File: src/rtl/net_div_arb_pkg.sv
// -----------------------------------------------------------------------------
// net_div_arb_pkg
// Shared types and sizing helpers for the divider arbiter/controller.
//   state_e    : controller FSM states
//   TMO_CW     : timeout counter width for the default timeout
//   cnt_width(): counter width needed to count 0..cyc-1
// -----------------------------------------------------------------------------
package net_div_arb_pkg;

    typedef enum logic [1:0] {
        ST_IDLE  = 2'd0,
        ST_ISSUE = 2'd1,
        ST_WAIT  = 2'd2,
        ST_DONE  = 2'd3
    } state_e;

    localparam int TMO_CYC_DFLT = 64;
    localparam int TMO_CW       = $clog2(TMO_CYC_DFLT);

    // Width of a counter that has to reach cyc-1 (never narrower than 1 bit).
    function automatic int cnt_width(input int cyc);
        return (cyc > 1) ? $clog2(cyc) : 1;
    endfunction

endpackage

File: src/rtl/net_div_arb_rr_arb.sv
// -----------------------------------------------------------------------------
// net_div_arb_rr_arb
// Combinational round-robin picker: selects the first asserted request at or
// after the pointer, wrapping around. Holds no state; the pointer lives in the
// parent.
//   req_i  : request vector
//   ptr_i  : index with highest priority this round
//   gnt_o  : one-hot grant (all zero when no request)
//   idx_o  : binary index of the grant (0 when no request)
// -----------------------------------------------------------------------------
module net_div_arb_rr_arb #(
    parameter int N_REQ = 4,
    parameter int IW    = 2
) (
    input  logic [N_REQ-1:0] req_i,
    input  logic [IW-1:0]    ptr_i,
    output logic [N_REQ-1:0] gnt_o,
    output logic [IW-1:0]    idx_o
);

    // Scan from the farthest rotated position down to the pointer so that the
    // last hit written (smallest rotated offset) is the one that sticks.
    always_comb begin
        gnt_o = '0;
        idx_o = '0;
        for (int i = N_REQ - 1; i >= 0; i--) begin
            if (req_i[(int'(ptr_i) + i) % N_REQ]) begin
                gnt_o = '0;
                gnt_o[(int'(ptr_i) + i) % N_REQ] = 1'b1;
                idx_o = IW'((int'(ptr_i) + i) % N_REQ);
            end
        end
    end

endmodule

File: src/rtl/net_div_arb.sv
// -----------------------------------------------------------------------------
// net_div_arb
// Shares one unsigned divider between N_REQ requesters. Requests are granted
// round-robin, one operation in flight at a time. Divide-by-zero is answered
// locally; a divider that never completes is cut off after TMO_CYC cycles.
//   clk_i, rst_i             : clock, synchronous active-high reset
//   req_i, a_i, b_i          : per-requester request level and operands
//   ack_o                    : one-hot pulse, operands of requester k latched
//   res_vld_o                : one-hot pulse, result for requester k
//   quot_o, rem_o            : result, held until the next result
//   dz_o, tmo_o              : divide-by-zero / timeout, valid with res_vld_o
//   busy_o                   : controller not idle
//   div_start_o, div_a_o/b_o : divider start pulse and operands
//   div_ready_i, div_end_i   : divider ready / completion pulse
//   div_quot_i, div_rem_i    : divider results, valid with div_end_i
// -----------------------------------------------------------------------------
module net_div_arb
    import net_div_arb_pkg::*;
#(
    parameter int DW      = 32,
    parameter int N_REQ   = 4,
    parameter int TMO_CYC = TMO_CYC_DFLT
) (
    input  logic                clk_i,
    input  logic                rst_i,
    input  logic [N_REQ-1:0]    req_i,
    input  logic [N_REQ*DW-1:0] a_i,
    input  logic [N_REQ*DW-1:0] b_i,
    output logic [N_REQ-1:0]    ack_o,
    output logic [N_REQ-1:0]    res_vld_o,
    output logic [DW-1:0]       quot_o,
    output logic [DW-1:0]       rem_o,
    output logic                dz_o,
    output logic                tmo_o,
    output logic                busy_o,
    output logic                div_start_o,
    output logic [DW-1:0]       div_a_o,
    output logic [DW-1:0]       div_b_o,
    input  logic                div_ready_i,
    input  logic                div_end_i,
    input  logic [DW-1:0]       div_quot_i,
    input  logic [DW-1:0]       div_rem_i
);

    localparam int IW = cnt_width(N_REQ);
    localparam int TW = cnt_width(TMO_CYC);

    state_e           r_state, w_state_nxt;
    logic [N_REQ-1:0] r_gnt, w_gnt_nxt;
    logic [IW-1:0]    r_idx, w_idx_nxt;
    logic [IW-1:0]    r_ptr, w_ptr_nxt;
    logic [DW-1:0]    r_a, w_a_nxt;
    logic [DW-1:0]    r_b, w_b_nxt;
    logic [TW-1:0]    r_cnt, w_cnt_nxt;
    logic [N_REQ-1:0] r_ack, w_ack_nxt;
    logic [N_REQ-1:0] r_vld, w_vld_nxt;
    logic             r_start, w_start_nxt;
    logic [DW-1:0]    r_quot, w_quot_nxt;
    logic [DW-1:0]    r_rem, w_rem_nxt;
    logic             r_dz, w_dz_nxt;
    logic             r_tmo, w_tmo_nxt;

    logic [N_REQ-1:0] w_gnt;
    logic [IW-1:0]    w_idx;
    logic [DW-1:0]    w_win_a;
    logic [DW-1:0]    w_win_b;

    net_div_arb_rr_arb #(
        .N_REQ (N_REQ),
        .IW    (IW)
    ) u_rr_arb (
        .req_i (req_i),
        .ptr_i (r_ptr),
        .gnt_o (w_gnt),
        .idx_o (w_idx)
    );

    assign w_win_a = a_i[int'(w_idx)*DW +: DW];
    assign w_win_b = b_i[int'(w_idx)*DW +: DW];

    // Next-state and next-register values. Pulse outputs default low, the
    // result registers default to holding.
    always_comb begin
        w_state_nxt = r_state;
        w_gnt_nxt   = r_gnt;
        w_idx_nxt   = r_idx;
        w_ptr_nxt   = r_ptr;
        w_a_nxt     = r_a;
        w_b_nxt     = r_b;
        w_cnt_nxt   = r_cnt;
        w_ack_nxt   = '0;
        w_vld_nxt   = '0;
        w_start_nxt = 1'b0;
        w_quot_nxt  = r_quot;
        w_rem_nxt   = r_rem;
        w_dz_nxt    = 1'b0;
        w_tmo_nxt   = 1'b0;

        unique case (r_state)
            ST_IDLE: begin
                if (|req_i && div_ready_i) begin
                    w_gnt_nxt   = w_gnt;
                    w_idx_nxt   = w_idx;
                    w_a_nxt     = w_win_a;
                    w_b_nxt     = w_win_b;
                    // ack and start are registered, so they are set on the
                    // way into ISSUE and appear during the ISSUE cycle.
                    w_ack_nxt   = w_gnt;
                    w_start_nxt = (w_win_b != '0);
                    w_state_nxt = ST_ISSUE;
                end
            end
            ST_ISSUE: begin
                if (r_b == '0) begin
                    w_quot_nxt  = '1;
                    w_rem_nxt   = r_a;
                    w_dz_nxt    = 1'b1;
                    w_vld_nxt   = r_gnt;
                    w_state_nxt = ST_DONE;
                end else begin
                    w_cnt_nxt   = '0;
                    w_state_nxt = ST_WAIT;
                end
            end
            ST_WAIT: begin
                // A completion in the last counted cycle still wins over the
                // timeout.
                if (div_end_i) begin
                    w_quot_nxt  = div_quot_i;
                    w_rem_nxt   = div_rem_i;
                    w_vld_nxt   = r_gnt;
                    w_state_nxt = ST_DONE;
                end else if (r_cnt == TW'(TMO_CYC - 1)) begin
                    w_quot_nxt  = '0;
                    w_rem_nxt   = '0;
                    w_tmo_nxt   = 1'b1;
                    w_vld_nxt   = r_gnt;
                    w_state_nxt = ST_DONE;
                end else begin
                    w_cnt_nxt   = r_cnt + 1'b1;
                end
            end
            ST_DONE: begin
                w_ptr_nxt   = (r_idx == IW'(N_REQ - 1)) ? '0 : r_idx + 1'b1;
                w_state_nxt = ST_IDLE;
            end
            default: w_state_nxt = ST_IDLE;
        endcase
    end

    always_ff @(posedge clk_i) begin
        if (rst_i) begin
            r_state <= ST_IDLE;
            r_gnt   <= '0;
            r_idx   <= '0;
            r_ptr   <= '0;
            r_a     <= '0;
            r_b     <= '0;
            r_cnt   <= '0;
            r_ack   <= '0;
            r_vld   <= '0;
            r_start <= 1'b0;
            r_quot  <= '0;
            r_rem   <= '0;
            r_dz    <= 1'b0;
            r_tmo   <= 1'b0;
        end else begin
            r_state <= w_state_nxt;
            r_gnt   <= w_gnt_nxt;
            r_idx   <= w_idx_nxt;
            r_ptr   <= w_ptr_nxt;
            r_a     <= w_a_nxt;
            r_b     <= w_b_nxt;
            r_cnt   <= w_cnt_nxt;
            r_ack   <= w_ack_nxt;
            r_vld   <= w_vld_nxt;
            r_start <= w_start_nxt;
            r_quot  <= w_quot_nxt;
            r_rem   <= w_rem_nxt;
            r_dz    <= w_dz_nxt;
            r_tmo   <= w_tmo_nxt;
        end
    end

    assign ack_o       = r_ack;
    assign res_vld_o   = r_vld;
    assign quot_o      = r_quot;
    assign rem_o       = r_rem;
    assign dz_o        = r_dz;
    assign tmo_o       = r_tmo;
    assign busy_o      = (r_state != ST_IDLE);
    assign div_start_o = r_start;
    assign div_a_o     = r_a;
    assign div_b_o     = r_b;

endmodule

File: config.mk
export PLATFORM = sky130hd
export DESIGN_NAME = net_div_arb
export DESIGN_NICKNAME = d
export VERILOG_FILES = /design/src/rtl/net_div_arb_pkg.sv /design/src/rtl/net_div_arb_rr_arb.sv /design/src/rtl/net_div_arb.sv
export SDC_FILE = /design/constraint.sdc
export NUM_CORES = 1
export LEC_CHECK = 0
export CORE_AREA = 2 2 181 183
export CTS_CLUSTER_DIAMETER = 40
export DETAILED_ROUTE_END_ITERATION = 16
export DIE_AREA = 0 0 183 185
export HOLD_SLACK_MARGIN = 0.1
export REMOVE_ABC_BUFFERS = 1
export SLEW_MARGIN = 20
export SYNTH_ARGS = -nofsm -noshare
export SYNTH_HDL_FRONTEND = slang
export SYNTH_HIERARCHICAL = 1
export SYNTH_SLANG_ARGS = --single-unit
File: constraint.sdc
create_clock -name clk_i -period 5.2 [get_ports clk_i]
set_input_delay 0.78 -clock clk_i [delete_from_list [all_inputs] [get_ports clk_i]]
set_output_delay 0.78 -clock clk_i [all_outputs]
set_load 0.01 [all_outputs]
==> out/metrics.json <==
{
  "status": "completed",
  "htree_num_levels": 4,
  "synth.area.top_cells": "dfxtp_1 (38%), mux4_2 (18%), a21oi_1 (9.1%)",
  "numnets_final": 1628,
  "share_of_the_yosys_chip_area_belonging_to_registers": 0.3755,
  "clock_tree.buffer_depth": 2,
  "synthToLayoutAreaGrowth_pct": 67.13,
  "hpwlAfterDp_um": 25630,
  "layout.cell_area.non_filler_um2": 13810,
  "route.vias.total": 8418,
  "use_met1": 0.2383,
  "cts_tree": "yes",
  "worst_clock_skew_ns": 0.02116,
  "cts_root_buf": "clkbuf_16",
  "worst_slew_margin_rel": 0.2964,
  "yosys.cell_types.count": 55,
  "gr-max-usage-layer": "met2",
  "average_wire_per_cell_in_the_routed_design_um": 19.75,
  "syn_area_um2": 8263,
  "final.period_utilization": 0.7975,
  "largest_family_of_logic_cells_by_synthesized_area": "compound AO/OA/AOI/OAI gates",
  "yosys_register_bits": 155,
  "worst-slew-pin-transition_ns": 1.042,
  "avgSynthCellArea_um2": 9.597,
  "critPathRequiredTime_ns": 5.51,
  "grt.met3_usage": 0.04503,
  "finalWeightedCongestion": 0.9316,
  "synth-simple-area-share": 0.1652,
  "drv_cap": 0,
  "global_route_track_usage_on_met2": 0.3353,
  "p_leak_nw": 4.678,
  "yosys_warnings": 6,
  "grt_max_degree": 71,
  "power.share.clock": 0.213,
  "final_setup_fails": 0,
  "first_global_vias": 8364,
  "end_kind": "flop",
  "fin_cells": 1706,
  "cts.reportedPaths.clkPinSlew_ns": 0.07,
  "timing.hold.worst.class": "reg -> reg",
  "antenna_found_initial": 4,
  "ir_worst_vdd_mv": 0.1969,
  "slowest_cell_delay_on_critical_path_ns": 0.60,
  "drive_gt1_frac": 0.1056,
  "ctsResizeCount": 0,
  "pre_antenna_drt_iters": 5,
  "detailed_place.area_um2": 13240,
  "synthDominantCellAreaShare": 0.3755,
  "hold_viol": 0,
  "die_y_um": 185,
  "drt-total-wl_um": 33690,
  "intPower_mw": 3.623,
  "die_w_um": 183,
  "critical_path.slowest_cell": "nor4_1",
  "cts.sinks": 155,
  "pwr-share-seq": 0.302,
  "minimum_period_implied_by_the_final_worst_setup_slack_ns": 4.147,
  "design.core.area_um2": 32040,
  "floorplan.die_area_um2": 33860,
  "synthesis.instances": 861,
  "drcViolationCount": 0,
  "layout_setup_ws_ns": 1.053,
  "num_io_pins": 468,
  "rsz0062_at_grt": "no",
  "postCtsSetupRepairBufs": 0,
  "power_frac_comb": 0.485,
  "final-max-slew-violation-count": 0,
  "ant_nets": 0,
  "post_cts_hold_buffer_count": 0,
  "synth_compound_gate_area_share": 0.1991,
  "crit_path_max_fanout": 34,
  "groute.usage.overall": 0.1928,
  "number_of_drc_violations_after_detailed_routing_iteration_0": 405,
  "global_route_wire_length_before_repair_um": 50030,
  "critical_path_class": "in -> reg",
  "floorplan.initialDensity": 0.2579,
  "yosys_most_used_dff": "dfxtp_1",
  "pre_cts_ws_ns": 0.7062,
  "synth_async_sr_flop_share": 0,
  "crit_chain": "clkdlybuf4s50_1 > mux2_2 > mux2i_1 > nand3_1 > o22ai_4 > buf_12 > mux4_2 > nor4_1 > nand4_1 > o21a_1",
  "synth_edf_count": 0,
  "worstSkewPairLatency_ns": 0.43,
  "critPathArrivalTime_ns": 4.46,
  "max_freq_ghz": 0.2411,
  "cts_made_buffers": 17,
  "fin_worst_hold_slack_ns": 0.4538,
  "power.switching_mw": 2.158,
  "critical_path_launch_point_type": "input pin",
  "synth.mux.area_fraction": 0.1916,
  "placed_insts": 1674,
  "powerDensity_nw_per_um2": 418.6,
  "power.share.switching": 0.3733,
  "synth_top_cell_by_area": "dfxtp_1",
  "port_buffers": 467,
  "global_route.overflow_total": 0,
  "synth-xor-area-share": 0,
  "fp_rows": 66,
  "avgViaCountPerCell": 4.934,
  "synth_fa_ha_area_frac": 0.02271
}
final timing paths:
check | from | to | slack, ns | cells past startpoint
setup / recovery | req_i[1] | div_start_o | 1.05 | 10
hold reg to reg | r_gnt[3] | r_gnt[3] | 0.45 | 2
hold / removal | r_gnt[3] | r_gnt[3] | 0.45 | 2
setup reg to reg | r_ptr[0] | div_start_o | 1.22 | 9
through the flow:
step           setup TNS, ns    util  power [mW]
3_3_place_gp               0  0.4130       4.566
5_1_grt                    0  0.4309       6.147
6_report                   0  0.4310       5.781
4_1_cts                    0  0.4309       5.850
2_1_floorplan        -187.12       -       3.250
3_5_place_dp               0  0.4133       4.603
kinds of logic (layout without fill, tap and decap cells):
| family | after synthesis | in the layout |
|---|---|---|
| buf+inv | 81 | 517 |
| compound gates | 257 | 257 |
| flops | 155 | 155 |
| mux | 75 | 75 |
| simple gates | 278 | 278 |
| other cells | 0 | 1 |
| fa+ha+maj | 15 | 15 |
power by group through the flow:
stage / Sequential [mW] / Clock (mW) / Combinational, mW
finish: 1.75 / 1.23 / 2.81
global route: 1.79 / 1.31 / 3.04
CTS: 1.75 / 1.26 / 2.84
detailed placement: 1.77 / 0 / 2.83
global placement: 1.77 / 0 / 2.80
floorplan: 1.87 / 0 / 1.38
flip-flops by register name, indices dropped and copies added, names as in the netlist:
signal	cells
r_cnt	6
div_start_o	1
dz_o	1
div_a_o	32
r_idx	2
r_ptr	2
r_gnt	4
div_b_o	32
r_state	2
quot_o	32
tmo_o	1
rem_o	32
res_vld_o	4
ack_o	4
critical path, delay by kind of cell:
family | cells | cell delay, ns
buf+inv | 2 | 0.81
mux | 3 | 1.44
compound gates | 2 | 0.42
simple gates | 3 | 0.98
synth_stat cells (5+ instances only):
cell type / instances
a21oi_1: 150
mux2i_1: 7
a21boi_0: 8
nor2b_1: 59
and2_1: 9
nand2_1: 142
a211oi_1: 31
inv_1: 6
clkbuf_1: 49
dfxtp_1: 155
a31oi_1: 6
mux4_2: 65
o2bb2ai_1: 25
buf_2: 17
nor2_1: 16
a211oi_2: 10
nand2b_1: 5
nand4_1: 9
nor4_1: 14
o21ai_0: 7
ha_1: 15
cell usage in the layout, fill, tap and decap left out, drive strengths merged, types with 3 or more instances in the layout:
| cell | Yosys | final |
|---|---|---|
| a21boi | 8 | 8 |
| nand2b | 5 | 5 |
| and2 | 9 | 9 |
| buf | 26 | 14 |
| clkdlybuf4s50 | 0 | 466 |
| inv | 6 | 10 |
| nand3 | 4 | 4 |
| nand4 | 9 | 9 |
| nor4 | 14 | 14 |
| clkinv | 0 | 6 |
| a21oi | 152 | 152 |
| a211oi | 41 | 41 |
| ha | 15 | 15 |
| clkbuf | 49 | 17 |
| nand2 | 142 | 142 |
| a22oi | 3 | 3 |
| clkinvlp | 0 | 3 |
| mux4 | 66 | 66 |
| o2bb2ai | 25 | 25 |
| mux2i | 7 | 7 |
| and3 | 3 | 3 |
| or3 | 3 | 3 |
| nor2b | 59 | 59 |
| dfxtp | 155 | 155 |
| a31oi | 7 | 7 |
| nor2 | 16 | 16 |
| o21ai | 7 | 7 |
cell type report:
cell class / instances / area [um2]
well taps: 408 / 510.5
fillers: 3161 / 18230
clock inverters: 14 / 140.1
diodes: 1 / 2.502
clock buffers: 17 / 425.4
repair buffers: 480 / 4782
multi-input cells: 625 / 4823
flip-flops and latches: 155 / 3103
inverters: 6 / 22.52
per-layer routing:
metal,share of wire,vias to the layer above
met1,0.41,3988
li1,-,4018
met5,0.0012,-
met4,0.020,8
met3,0.065,42
met2,0.50,362
No activity file was read; power rests on OpenSTA's default activity.
==> edit, RTL diff (same flow settings) <==
`N_REQ` is set to 4 in 2 places; all go to 5.
--- a/src/rtl/net_div_arb_rr_arb.sv
+++ b/src/rtl/net_div_arb_rr_arb.sv
@@ -9,7 +9,7 @@
 //   idx_o  : binary index of the grant (0 when no request)
 // -----------------------------------------------------------------------------
 module net_div_arb_rr_arb #(
-    parameter int N_REQ = 4,
+    parameter int N_REQ = 5,
     parameter int IW    = 2
 ) (
     input  logic [N_REQ-1:0] req_i,
--- a/src/rtl/net_div_arb.sv
+++ b/src/rtl/net_div_arb.sv
@@ -18,7 +18,7 @@
     import net_div_arb_pkg::*;
 #(
     parameter int DW      = 32,
-    parameter int N_REQ   = 4,
+    parameter int N_REQ   = 5,
     parameter int TMO_CYC = TMO_CYC_DFLT
 ) (
     input  logic                clk_i,
Interface: changed (5 resized); port bits go from 468 to 535. No check against the original RTL was run, so the function may have changed too.
==> edit against the unedited design <==
Worst setup slack worse by 0.90 ns; cell area grew 30%; sequential share of layout area decreased by 4.7 points; total power grew 63%; synthesized area increased by 35%; routed wire length is 74% higher; synthesized cell count increased by 57%; sequential cell count grew 5; global-route usage increased by 13 points; largest cell class unchanged.
==> edit: results (changes against the unedited design) <==
status:
  outcome: "completed"  # unchanged
routing:
  wl_um: 58490  # was 33690 um
  route.detailed.drc: 0  # unchanged
  initialDrtViolationCount: 1297  # was 405
  drt_first_pass_iters: 6  # was 5
  dr_total_vias: 13080  # was 8418
  via_per_inst: 5.698  # was 4.934
critical_path:
  cp_max_fo: 7  # was 34
  slowest_stage: "or4_4"  # was nor4_1
  cp.arrival_ns: 5.35  # was 4.46 ns
  max_stage_delay_ns: 0.57  # was 0.60 ns
  crit_family: "simple AND/OR/NAND/NOR gates"  # was multiplexers
clocking:
  clockBufferDepth: 2  # unchanged
  root_buffer: "clkbuf_16"  # unchanged
  cts_inserted_buffers: 17  # unchanged
  htree_levels: 4  # unchanged
  clk_latency_ns: 0.45  # was 0.43 ns
  path_clk_slew_ns: 0.07  # about the same
synthesis:
  postSynth.asyncResetShare_pct: 0  # unchanged
  yosys.cell_types.count: 89  # was 55
  ys_top_cells_by_area: "dfxtp_1, nor2_1, mux4_2, mux2i_1, a221oi_1"  # was dfxtp_1, mux4_2, a21oi_1, nand2_1, nor2b_1
  synth_common_cells: "nor2_1, dfxtp_1, nor3_1, nand2_1, mux2i_1"  # was dfxtp_1, a21oi_1, nand2_1, mux4_2, nor2b_1
  yosysWarnings: 6  # unchanged
  synth_cells: 1352  # was 861
  synth.yosys.seq_area_share_pct: 28.66  # was 37.55%
  synth-main-ff-cell: "dfxtp_1"  # unchanged
global_route:
  grt_max_degree: 97  # was 71
  grtUsageTotal_pct: 32.66  # was 19.28%
  antenna_found_initial: 10  # was 4
  grt_pass1_vias: 12590  # was 8364
  grt_pass1_wl_um: 81470  # was 50030 um
layout:
  fin_nets: 2290  # was 1628
  nFillCells: 2941  # was 3161
  drive_gt1_share_pct: 13.47  # was 10.56%
sta:
  maxSlewHeadroom_pct: 41.83  # was 29.64%
  final-max-slew-violation-count: 0  # unchanged
  fin_skew_ns: 0.009507  # was 0.02116 ns
power_and_ir_drop:
  internal_power_w: 0.005132  # was 0.003623 W
  ir_drop_mv: 0.3256  # was 0.1969 mV
  power.leakage_nw: 6.482  # was 4.678 nW
worst_hold_path:
  worstHoldPathType: "flop to flop"  # unchanged
placement:
  place_congestion: 0.9651  # was 0.9316
  io_buffers: 534  # was 467
  dp_slack_ns: -0.1717  # was 0.7062 ns
  dp.final_hpwl_um: 46610  # was 25630 um
  dp_cells: 2247  # was 1674
[edit: per-stage QoR]
step | setup TNS [ns] | cell area, um2
4_1_cts | 0 | 17720
2_1_floorplan | -705.42 | 10600
6_report | 0 | 18000
5_1_grt | -0.007610 | 18000
3_3_place_gp | -0.08265 | 17120
3_5_place_dp | -0.1717 | 17120
[edit: logic make-up after synthesis]
| family | Yosys count | synth area share, % |
|---|---|---|
| fa+ha+maj | 32 | 3.560 |
| mux | 115 | 14.16 |
| flops | 160 | 28.66 |
| compound gates | 334 | 23.18 |
| simple gates | 555 | 23.47 |
| xor+xnor | 12 | 0.9404 |
| buf+inv | 144 | 6.034 |
[edit: per-layer routing]
layer | share of wire, % | track usage [%] | wire length (um)
met1 | 41 | 40.38 | 23720
met2 | 46 | 52.11 | 26870
met3 | 10 | 11.23 | 6032
met4 | 3.1 | 12.93 | 1839
met5 | 0.067 | 0.8889 | 39
[edit: path summary, 6_finish.rpt]
path	cells after the start	start	end	slack, ns
setup reg to reg	22	r_ptr[0]$_SDFFE_PP0N_	div_start_o$_SDFF_PP0_	0.16
setup / recovery	22	r_ptr[0]$_SDFFE_PP0N_	div_start_o$_SDFF_PP0_	0.16
hold reg to reg	2	r_gnt[0]$_SDFFE_PP0P_	r_gnt[0]$_SDFFE_PP0P_	0.45
hold / removal	2	r_gnt[0]$_SDFFE_PP0P_	r_gnt[0]$_SDFFE_PP0P_	0.45
[edit: what timing repair did]
| item | CTS | global route |
|---|---|---|
| setup buffers | 1 | 5 |
| pin swaps | 1 | 5 |
| gates resized for setup | 4 | 46 |
| cloned | 0 | 2 |
| endpoints found under the setup margin | 1 | 53 |
[edit: final cells by class]
cell class	count	area, um2	area share (%)
Inverter	27	101.3	0.5629
Antenna cell	9	22.52	0.1251
Clock inverter	14	133.9	0.7436
Multi-Input combinational cell	1048	7515	41.74
Sequential cell	160	3208	17.82
Tap cell	408	510.5	2.836
Timing Repair Buffer	612	6087	33.81
Clock buffer	17	425.4	2.363
[edit: power by group through the flow]
stage          clock [W]  sequential (W)  combinational (W)
2_1_floorplan          0         0.00205            0.00319
3_3_place_gp           0         0.00207            0.00575
3_5_place_dp           0         0.00207            0.00578
4_1_cts          0.00128         0.00206            0.00585
5_1_grt          0.00133         0.00212            0.00650
6_report         0.00126         0.00209            0.00609
[edit: worst min-delay path, stage by stage (launching register included)]
cell and delay, ns:
dfxtp_1 0.31, nand2_1 0.05, a21oi_1 0.05
